<file path="src/rtl/sram_arbiter.sv">
// Four-port SRAM arbiter: port 0 (display) has strict priority, ports 1..3 are
// served round-robin; one access in flight, acks are level-held until req drops.
module sram_arbiter #(
    parameter int ADDR_W = 24,
    parameter int DATA_W = 32
) (
    input  logic              clk,
    input  logic              rst,
    input  logic              req0,
    input  logic              we0,
    input  logic [ADDR_W-1:0] addr0,
    input  logic [DATA_W-1:0] wdata0,
    output logic [DATA_W-1:0] rdata0,
    output logic              ack0,
    output logic              ready0,
    input  logic              req1,
    input  logic              we1,
    input  logic [ADDR_W-1:0] addr1,
    input  logic [DATA_W-1:0] wdata1,
    output logic [DATA_W-1:0] rdata1,
    output logic              ack1,
    output logic              ready1,
    input  logic              req2,
    input  logic              we2,
    input  logic [ADDR_W-1:0] addr2,
    input  logic [DATA_W-1:0] wdata2,
    output logic [DATA_W-1:0] rdata2,
    output logic              ack2,
    output logic              ready2,
    input  logic              req3,
    input  logic              we3,
    input  logic [ADDR_W-1:0] addr3,
    input  logic [DATA_W-1:0] wdata3,
    output logic [DATA_W-1:0] rdata3,
    output logic              ack3,
    output logic              ready3,
    output logic              mem_req,
    output logic              mem_we,
    output logic [ADDR_W-1:0] mem_addr,
    output logic [DATA_W-1:0] mem_wdata,
    input  logic [DATA_W-1:0] mem_rdata,
    input  logic              mem_ack,
    output logic [1:0]        grant_id,
    output logic              busy
);

    typedef enum logic {S_IDLE, S_ISSUE} state_e;
    typedef enum logic [1:0] {ST_FREE, ST_PEND, ST_DONE} status_e;

    logic [3:0]        req_v;
    logic [3:0]        we_v;
    logic [ADDR_W-1:0] addr_v [4];
    logic [DATA_W-1:0] wdata_v [4];

    assign req_v      = {req3, req2, req1, req0};
    assign we_v       = {we3, we2, we1, we0};
    assign addr_v[0]  = addr0;
    assign addr_v[1]  = addr1;
    assign addr_v[2]  = addr2;
    assign addr_v[3]  = addr3;
    assign wdata_v[0] = wdata0;
    assign wdata_v[1] = wdata1;
    assign wdata_v[2] = wdata2;
    assign wdata_v[3] = wdata3;

    state_e            state_q, state_d;
    status_e           status_q [4];
    status_e           status_d [4];
    logic [DATA_W-1:0] rdata_q [4];
    logic [DATA_W-1:0] rdata_d [4];
    logic              mem_req_q, mem_req_d;
    logic              mem_we_q, mem_we_d;
    logic [ADDR_W-1:0] mem_addr_q, mem_addr_d;
    logic [DATA_W-1:0] mem_wdata_q, mem_wdata_d;
    logic [1:0]        grant_q, grant_d;
    logic [1:0]        rr_last_q, rr_last_d;

    logic [3:0] cand;
    logic       found;
    logic [1:0] winner;
    logic [1:0] idx;

    always_comb begin
        state_d     = state_q;
        status_d    = status_q;
        rdata_d     = rdata_q;
        mem_req_d   = mem_req_q;
        mem_we_d    = mem_we_q;
        mem_addr_d  = mem_addr_q;
        mem_wdata_d = mem_wdata_q;
        grant_d     = grant_q;
        rr_last_d   = rr_last_q;
        cand        = '0;
        found       = 1'b0;
        winner      = '0;
        idx         = rr_last_q;

        for (int unsigned p = 0; p < 4; p++) begin
            if (status_q[p] == ST_DONE && !req_v[p]) status_d[p] = ST_FREE;
            cand[p] = req_v[p] && (status_q[p] == ST_FREE);
        end

        case (state_q)
            S_IDLE: begin
                if (cand[0]) begin
                    found  = 1'b1;
                    winner = 2'd0;
                end else begin
                    // Circular search over 1..3 starting just after the last winner.
                    for (int unsigned i = 0; i < 3; i++) begin
                        idx = (idx == 2'd3) ? 2'd1 : idx + 2'd1;
                        if (!found && cand[idx]) begin
                            found  = 1'b1;
                            winner = idx;
                        end
                    end
                end
                if (found) begin
                    mem_req_d        = 1'b1;
                    mem_we_d         = we_v[winner];
                    mem_addr_d       = addr_v[winner];
                    mem_wdata_d      = wdata_v[winner];
                    grant_d          = winner;
                    status_d[winner] = ST_PEND;
                    if (winner != 2'd0) rr_last_d = winner;
                    state_d          = S_ISSUE;
                end
            end
            S_ISSUE: begin
                if (mem_ack) begin
                    mem_req_d         = 1'b0;
                    if (!mem_we_q) rdata_d[grant_q] = mem_rdata;
                    status_d[grant_q] = ST_DONE;
                    state_d           = S_IDLE;
                end
            end
            default: state_d = S_IDLE;
        endcase
    end

    always_ff @(posedge clk) begin
        if (rst) begin
            state_q     <= S_IDLE;
            mem_req_q   <= 1'b0;
            mem_we_q    <= 1'b0;
            mem_addr_q  <= '0;
            mem_wdata_q <= '0;
            grant_q     <= '0;
            rr_last_q   <= 2'd3;
            for (int unsigned p = 0; p < 4; p++) begin
                status_q[p] <= ST_FREE;
                rdata_q[p]  <= '0;
            end
        end else begin
            state_q     <= state_d;
            status_q    <= status_d;
            rdata_q     <= rdata_d;
            mem_req_q   <= mem_req_d;
            mem_we_q    <= mem_we_d;
            mem_addr_q  <= mem_addr_d;
            mem_wdata_q <= mem_wdata_d;
            grant_q     <= grant_d;
            rr_last_q   <= rr_last_d;
        end
    end

    assign ack0      = (status_q[0] == ST_DONE);
    assign ack1      = (status_q[1] == ST_DONE);
    assign ack2      = (status_q[2] == ST_DONE);
    assign ack3      = (status_q[3] == ST_DONE);
    assign ready0    = (status_q[0] == ST_FREE);
    assign ready1    = (status_q[1] == ST_FREE);
    assign ready2    = (status_q[2] == ST_FREE);
    assign ready3    = (status_q[3] == ST_FREE);
    assign rdata0    = rdata_q[0];
    assign rdata1    = rdata_q[1];
    assign rdata2    = rdata_q[2];
    assign rdata3    = rdata_q[3];
    assign mem_req   = mem_req_q;
    assign mem_we    = mem_we_q;
    assign mem_addr  = mem_addr_q;
    assign mem_wdata = mem_wdata_q;
    assign grant_id  = grant_q;
    assign busy      = (state_q == S_ISSUE);

endmodule

</file>
<file path="config.mk">
export PLATFORM = sky130hd
export DESIGN_NAME = sram_arbiter
export DESIGN_NICKNAME = d
export VERILOG_FILES = /design/src/rtl/sram_arbiter.sv
export SDC_FILE = /design/constraint.sdc
export NUM_CORES = 1
export LEC_CHECK = 0
export ABC_AREA = 1
export CAP_MARGIN = 10
export CORE_MARGIN = 4
export CORE_UTILIZATION = 30
export DETAILED_ROUTE_END_ITERATION = 8
export PLACE_DENSITY = 0.67
export SLEW_MARGIN = 10
export SYNTH_ARGS = -nofsm -noshare
export SYNTH_HDL_FRONTEND = slang
export SYNTH_SLANG_ARGS = --single-unit
</file>
<file path="constraint.sdc">
create_clock -name clk -period 2.71 [get_ports clk]
set_clock_uncertainty 0.05 [all_clocks]
set_input_delay 0.4065 -clock clk [delete_from_list [all_inputs] [get_ports clk]]
set_output_delay 0.4065 -clock clk [all_outputs]
set_load 0.02 [all_outputs]
</file>
== After elaboration in Yosys (flattened, before gate mapping) ==
Index checks and enable logic that the tools add are counted.
Storage, ports and cells
  word-level logic and storage cells: 123
  output and inout bits: 197
  register bits: 199
Cells by class
  equality and inequality tests: 9
  mux-type cells: 51
  add/subtract/negate cells: 3
  $lt $le $gt $ge: 8
  bitwise operators: 10
  reductions and logical operators: 27
Operator list (number)
  bitwise mux 128 bit: 1
  2-to-1 mux 32 bit: 3
  binary-select mux 32 bit (select 2 bit): 1
  demux 32 bit (select 2 bit): 1
  binary-select mux 24 bit (select 2 bit): 1
  2-to-1 mux 24 bit: 2
  2-to-1 mux 2 bit: 14
  2-to-1 mux 1 bit: 17
  2-to-1 mux 8 bit: 2
  case mux 8 bit (2 select lines): 1
  == test 2 bit, second input constant: 7
  logical AND 1 bit: 12
  < comparator 2 x 3 -> 1 bit, second input constant: 4
  AND 4 bit: 2
  binary-select mux 1 bit (select 2 bit): 4
  demux 2 bit (select 2 bit): 2
  logical NOT 2 bit: 4
  inverter 4 bit: 2
  OR 4 bit: 2
  adder 2 x 1 -> 2 bit, second input constant: 3
  >= comparator 3 bit, second input constant: 2
  logical NOT 1 bit: 6
  < comparator 3 x 1 -> 1 bit, second input constant: 2
  inverter 2 -> 3 bit: 2
  other kinds (6): 11

== Longest topological paths before layout ==
Gate-level depths: netlist of run 1.
  depth after elaboration: 26
  mapped depth: 17
  mapped depth without buffers: 15

== Least setup slack after synthesis of run 1 ==
OpenSTA, ideal clock, no wires.
  path kind: reg-to-reg
  start: register rr_last_q[0]
  end: register mem_wdata_q[11] (netlist: mem_wdata[11])
  period minus slack after synthesis: 2198 ps
  data required time: 2543 ps
  library setup time: 117 ps
  arrival: 2031 ps
  cell stages (with the launch flop): 17
  slack: 512 ps
  cell sequence: dfxtp_1 -> inv_1 -> ha_1 -> inv_1 -> nand3_1 -> nand3_1 -> nand2_1 -> nand3_1 -> nand2_1 -> nor2_1 -> nor2_4 -> buf_4 -> buf_4 -> nand3_1 -> nand2_1 -> nor2_1 -> nor2_1
On the way
  longest elaborated chain between the ends: 21
  elaborated cells between the ends (all ways): 38
  classes of those cells: add/sub (3); eq/ne (3); mux (26); bitwise (1); reduce/logical (5)
RTL lines
  start: declaration: RTL line 76  | logic [1:0] rr_last_q, rr_last_d;
  start signal: assignment: RTL line 163  | rr_last_q <= rr_last_d;
  adder 2 x 1 -> 2 bit / == test 2 bit (equally long branches): RTL line 111  | idx = (idx == 2'd3) ? 2'd1 : idx + 2'd1;
  2-to-1 mux 2 bit *: RTL line 111
  binary-select mux 1 bit (select 2 bit): RTL line 112  | if (!found && cand[idx]) begin
  2-to-1 mux 1 bit (implied by the code): RTL line 112
  2-to-1 mux 1 bit: RTL line 112
  2-to-1 mux 1 bit: RTL line 105  | if (cand[0]) begin
  2-to-1 mux 1 bit: RTL line 103  | case (state_q)
  logical NOT 1 bit: RTL line 112
  [... 4 more ...]
  logical NOT 1 bit: RTL line 112
  logical AND 1 bit: RTL line 112
  2-to-1 mux 2 bit: RTL line 112
  2-to-1 mux 2 bit: RTL line 105
  2-to-1 mux 2 bit: RTL line 103
  inverter 2 -> 3 bit (implied by the code): RTL line 122  | mem_wdata_d = wdata_v[winner];
  binary-select mux 32 bit (select 2 bit): RTL line 122
  2-to-1 mux 32 bit (implied by the code) (2 in series): RTL line 122
  end signal: assignment: RTL line 161  | mem_wdata_q <= mem_wdata_d;
  end: declaration: RTL line 74  | logic [DATA_W-1:0] mem_wdata_q, mem_wdata_d;
Mark *: on every way between the ends. The rest lies on a longest branch, timed or not. The select of a mux whose other input is x is not followed.
A chain may end at the register's enable or synchronous reset.

== Worst setup path in the final report of run 1 ==
  start: register rr_last_q[1]
  end: register mem_wdata_q[2] (netlist: mem_wdata[2])
Same word-level chain as after synthesis.

==> impl_results.md, run 1 <==
* Outcome: completed
* Gate Count Post-Synth at 1324
* Final setup TNS at 0 ps
* Fin. max-slew vios at 0
* Clk pwr share at 18.7%
* Sequential share of the synthesized area at 44.23%
* Seq pwr share at 26.3%
* GRT overflow at 0
* Fraction of layout cells with a size suffix above 1 at 5.956%
* Simple-Gate Fraction of Synth Area at between 30% and 40%
* CTS sink cnt at 199
* Routability Congestion at 0.9261
* GRT met3 Usage at 8.395%
* Router iterations before antenna repair at 5
* Die Wd at 181.3 um
* WS Path Type: reg2reg
* Drt wl/cell at 19.07 um
* Vias per cell at 5.056
* Cell area after layout at 0.01503 mm2
* Hold Violations, Final at 0
* Synth cell types at 23
* Lkg Pwr at 6.187 nW
* Main combinational cell family by area after synthesis: simple AND/OR/NAND/NOR gates
* H-Tree Depth at 4
* Fin util at 50.72%
* DP Wirelength at 28.45 mm
* Max Cap Viol at 0
* GR Layer Usage met2 at 36.93%
* Worst Hold Slack at 458.3 ps
* Clock Tree Root: clkbuf_16
* Post-route ant nets at 0
* Die area at between 0.03 and 0.04 mm2
* Layout Nets at 2019
* Ys Warns at 0
* Routed vias at between 10000 and 15000
* Syn avg cell area at approximately 6.8 um2
* Crit end category: flop
* Gate power share at 55.0%
* Slew margin rel. at a little over two thirds
* Area Overhead vs Synth at 66.88%
* Power per Cell Area at 961.1 mW/mm2
* Dpl cells at roughly 2100
* Finished Layout Cells at between 2000 and 2500
* Worst Tran Pin Value at 442.7 ps
* Sw Ratio at 44.00%
* DRC Markers at 0
* Worst-Skew Late Latency at 440 ps
* Commonest cells after routing, fill and taps aside: clkdlybuf4s50_1 (463), nor2_1 (385), nand3_1 (308)
* FF-to-FF setup slack at 130 ps
* Mux cell area share after synthesis at 0%
* Wire length of the first global-routing pass at 60.31 mm
* Post-Synth Adder-Cell Area at 0.2778%
* Int Pwr at about 0.0081 W
* WL final at 41.33 mm
* Seq cells post-synth at 199
* DR iter-0 viols at between 700 and 800
* Net Sw Power at around 0.0064 W
* Io pins at 464
* R2r startpoint: rr_last_q[1]$_SDFFE_PP1P_
* Initial antenna violation count at 15
* CP endpoint: mem_wdata[2]$_SDFFE_PP0P_
* Crit path from: rr_last_q[1]$_SDFFE_PP1P_
* Startpoint Class: flop
* Hold Path Class: reg2reg
* Clock slew seen by the registers of the worst setup and hold paths at 80 ps
* Syn Nets at 1593
* Most used routing layer: met2
* CTS Hold Buffers Added at 0
* Setup violators final at 0
* Critical path fanouts, max at 24
* Data required, critical path at 3020 ps
* Tot GR Track Use at 22.83%
* CTS tree: yes
* Synth Area in Compound Gates at 11.45%
* Worst flop-to-flop path endpoint: mem_wdata[2]$_SDFFE_PP0P_
* VDD IR-drop max at 0.6638 mV
* Min Tclk post-route at 2581 ps
* Final period util at 95.24%
* Pin count of the biggest net entering global routing at 110
* Crit path arrival time at roughly 2900 ps
* Synth Area in XOR/XNOR at 0%
* Vias in the first global route at roughly 10000
* Row cnt at 63
* Grt met1 use at between 20% and 30%
* Reg2reg path depth at 15
* IO buf count at between 400 and 500
* Commonest non-fill, non-tap cell in the layout: clkdlybuf4s50_1
* CTS buffer count at 17
* Highest clock rate at 387.4 MHz
* Core ar. at 0.02964 mm2
* Die Span Y at 181.3 um
* Post-synthesis instance area at approximately 0.009 mm2
* Area after DPL at 0.01408 mm2
* Initial core utilization at 30.39%
* CTS Buffer Depth at 2
==> registers in the layout, indices dropped and copies added, names as in the netlist <==
name,count
rdata2,32
rr_last_q,2
mem_we,1
mem_req,1
rdata3,32
rdata1,32
mem_addr,24
mem_wdata,32
status_q,8
busy,1
grant_id,2
rdata0,32
==> synth_stat cells <==
library cell | count | area (um2)
nor2_1 | 392 | 1471
nand3_1 | 309 | 1546
dfxtp_1 | 199 | 3984
o21ai_0 | 189 | 945.9
nand2_1 | 79 | 296.5
clkbuf_1 | 60 | 225.2
buf_2 | 30 | 150.1
inv_1 | 19 | 71.32
a21oi_1 | 9 | 45.04
buf_4 | 9 | 67.56
buf_1 | 5 | 18.77
nor2_2 | 4 | 25.02
o211ai_1 | 4 | 30.03
nand4_1 | 3 | 18.77
ha_1 | 2 | 25.02
inv_2 | 2 | 7.510
nand3_2 | 2 | 20.02
nor2_4 | 2 | 22.52
buf_6 | 1 | 11.26
clkinv_1 | 1 | 3.750
nand2_2 | 1 | 6.260
nor3_1 | 1 | 5.000
o211a_1 | 1 | 10.01
==> worst max-delay path, stage by stage, from the launching register on <==
cell and delay (ps):
dfxtp_2 370, inv_1 50, ha_1 280, inv_2 110
nand3_1 100, nand3_1 150, nand2_2 140, nand4_1 190
nand2_1 110, nor2_4 280, buf_12 160, clkbuf_16 200
nand3_1 110, nand3_1 110, nor2_1 50, nor2_1 60
==> how the worst min path moves through the flow <==
stage | start | end | slack, ps | depth (start not counted)
after CTS | rr_last_q[1]$_SDFFE_PP1P_ | rr_last_q[1]$_SDFFE_PP1P_ | 460 | 2
final | status_q[3]$_SDFF_PP0_ | status_q[3]$_SDFF_PP0_ | 460 | 2
after floorplan | rr_last_q[1]$_SDFFE_PP1P_ | rr_last_q[1]$_SDFFE_PP1P_ | 400 | 2
after global placement | rr_last_q[1]$_SDFFE_PP1P_ | rr_last_q[1]$_SDFFE_PP1P_ | 430 | 2
after detailed placement | rr_last_q[1]$_SDFFE_PP1P_ | rr_last_q[1]$_SDFFE_PP1P_ | 440 | 2
after global routing | status_q[7]$_SDFF_PP0_ | status_q[7]$_SDFF_PP0_ | 480 | 2
==> power by group through the flow <==
| stage | Clock (W) | Combinational, W | Sequential (W) |
|---|---|---|---|
| final | 0.00270 | 0.00795 | 0.00380 |
| after global routing | 0.00289 | 0.00859 | 0.00387 |
| after CTS | 0.00277 | 0.00720 | 0.00380 |
| after detailed placement | 0 | 0.00716 | 0.00385 |
| after global placement | 0 | 0.00711 | 0.00384 |
| after floorplan | 0 | 0.00367 | 0.00444 |
==> metrics by stage <==
step,setup slack [ps],total power (W)
2_1_floorplan,511.8,0.008107
5_1_grt,-10.47,0.01535
4_1_cts,114.9,0.01376
3_3_place_gp,93.80,0.01096
6_report,129.0,0.01445
3_5_place_dp,28.52,0.01102
==> layer usage <==
layer | routed length [um] | up-vias | part of all wire [%]
li1 | - | 5284 | -
met1 | 16170 | 5104 | 39
met2 | 19940 | 510 | 48
met3 | 4166 | 56 | 10
met4 | 1045 | 2 | 2.5
met5 | 13 | - | 0.031
==> final cells by class <==
class	count	area [um2]
fill	2908	14610
antenna	14	35.03
inverter	22	87.58
sequential	199	3985
timing repair buffer	512	5294
clock buffer	18	439.2
clock inverter	14	185.2
tap	390	488.0
multi-input combinational	998	4518
==> logic make-up after synthesis <==
| family | Yosys count |
|---|---|
| simple gates | 793 |
| fa+ha+maj | 2 |
| compound gates | 203 |
| flops | 199 |
| buf+inv | 127 |
==> timing repair <==
action                     CTS  global route
setup buffers                0            10
setup endpoints to repair    0            50
resized for setup            0            10
Note: power is estimated with default switching activity, not from simulation.
==> run 2, diff against run 1 <==
--- a/config.mk
+++ b/config.mk
@@ -10,6 +10,7 @@
 export CORE_MARGIN = 4
 export CORE_UTILIZATION = 30
 export DETAILED_ROUTE_END_ITERATION = 8
+export MAX_ROUTING_LAYER = met4
 export PLACE_DENSITY = 0.67
 export SLEW_MARGIN = 10
 export SYNTH_ARGS = -nofsm -noshare
==> impl_results.md, run 2 (same netlist as run 1, synthesis figures left out) <==
* CTS tree: yes
* Commonest non-fill, non-tap cell in the layout: clkdlybuf4s50_1
* VDD IR-drop max at 0.6465 mV
* Area Overhead vs Synth at 64.51%
* Hold Violations, Final at 0
* Crit end category: flop
* Lkg Pwr at 6.101 nW
* Outcome: completed
* Crit path arrival time at 2840 ps
* Clock Tree Root: clkbuf_16
* Wire length of the first global-routing pass at 60.95 mm
* Vias per cell at 5.042
* R2r startpoint: rr_last_q[0]$_SDFFE_PP1P_
* Worst Tran Pin Value at 451.5 ps
* Die Wd at 181.3 um
* Clock slew seen by the registers of the worst setup and hold paths at approximately 80 ps
* Crit path from: rr_last_q[0]$_SDFFE_PP1P_
* Layout Nets at about 2000
* Worst-Skew Late Latency at 440 ps
* Initial antenna violation count at 5
* H-Tree Depth at 4
* Fin. max-slew vios at 0
* Min Tclk post-route at between 2000 and 3000 ps
* CTS Buffer Depth at 2
* DP Wirelength at between 20 and 30 mm
* Die Span Y at 181.3 um
* Initial core utilization at 30.39%
* CTS Hold Buffers Added at 0
* Highest clock rate at 391.0 MHz
* Critical path fanouts, max at 25
* Vias in the first global route at between 10000 and 15000
* Fraction of layout cells with a size suffix above 1 at under 10%
* Drt wl/cell at 18.89 um
* Post-route ant nets at 0
* Setup violators final at 0
* Power per Cell Area at ~940 mW/mm2
* GRT overflow at 0
* Hold Startpoint: mem_req$_SDFFE_PP0P_
* PnR Total Power at 0.01395 W
* IO buf count at around 460
* Routed vias at 10835
* Final period util at 94.37%
* Commonest cells after routing, fill and taps aside: clkdlybuf4s50_1 (463), nor2_1 (387), nand3_1 (309)
* Hold Path Class: reg2reg
* Router iterations before antenna repair at 5
* Row cnt at 63
* Max Cap Viol at 0
* Data required, critical path at ~3000 ps
* Tot GR Track Use at 23.73%
* CTS buffer count at 17
* Pin count of the biggest net entering global routing at 115
* WS Path Type: reg2reg
* Core ar. at slightly below 0.03 mm2
* DR iter-0 viols at between 700 and 800
* Slew margin rel. at 69.90%
* Setup WS post-layout at roughly 150 ps
* WL final at about 41 mm
* DRC Markers at 0
* Startpoint Class: flop
* Die area at about 0.033 mm2
* Pre-CTS setup slack at roughly 21 ps
* Routability Congestion at 0.9141
* CTS sink cnt at a little under 200
* RSZ-0062 raised after global routing: true
* Io pins at 464
* Fin util at around half
## run 2: final timing paths
kind / endpoint / slack, ps / cells past startpoint
setup / recovery: mem_wdata[7]$_SDFFE_PP0P_ / 150 / 14
hold / removal: mem_req$_SDFFE_PP0P_ / 440 / 2
setup reg to reg: mem_wdata[7]$_SDFFE_PP0P_ / 150 / 14
hold reg to reg: mem_req$_SDFFE_PP0P_ / 440 / 2
## run 2: stage by stage
stage	std cells	area [um2]	hold WS (ps)	setup TNS (ps)
global placement	2105	14070	425.8	0
global route	2149	14820	476.3	-45.96
detailed placement	2105	14070	427.8	0
finish	2149	14820	440.8	0
CTS	2137	14680	446.6	0
floorplan	1324	9007	404.6	0
## run 2: final cells by class
cell class | count | area (um2)
tap | 390 | 488.0
sequential | 199 | 3984
multi-input combinational | 998 | 4498
inverter | 22 | 86.33
antenna | 5 | 12.51
clock inverter | 14 | 173.9
timing repair buffer | 503 | 5136
clock buffer | 18 | 439.2
fill | 2914 | 14820
## run 2: power breakdown
group | total [W] | switching [W] | internal [W] | leakage [nW]
clock network | 0.00267 | 0.00138 | 0.00129 | 0.295
logic | 0.00748 | 0.00446 | 0.00302 | 4.18
registers | 0.00380 | 0.000317 | 0.00348 | 1.62
## run 2: metal layers
metal	up-vias	wire, um	GRT usage [%]
met1	5057	16370	28.48
li1	5252	-	-
met5	-	0	-
met4	0	792	6.094
met2	484	19520	38.69
met3	42	3901	7.671
## run 2: critical path: stages (launching register included)
cell and delay, ps:
dfxtp_1 340, inv_1 60, ha_1 370, inv_2 90, nand3_1 130, nand2_2 130, nor2_1 210, inv_1 60
nand3_1 130, nand3_4 150, buf_4 270, nand3_1 120, nand3_1 70, nor2_1 190, nor2_1 70
## run 2: what timing repair did
action / in CTS / in global routing
gates resized for setup: 0 / 5
setup buffers: 0 / 4
setup endpoints to repair: 0 / 40
hold endpoints to repair: 0 / 0
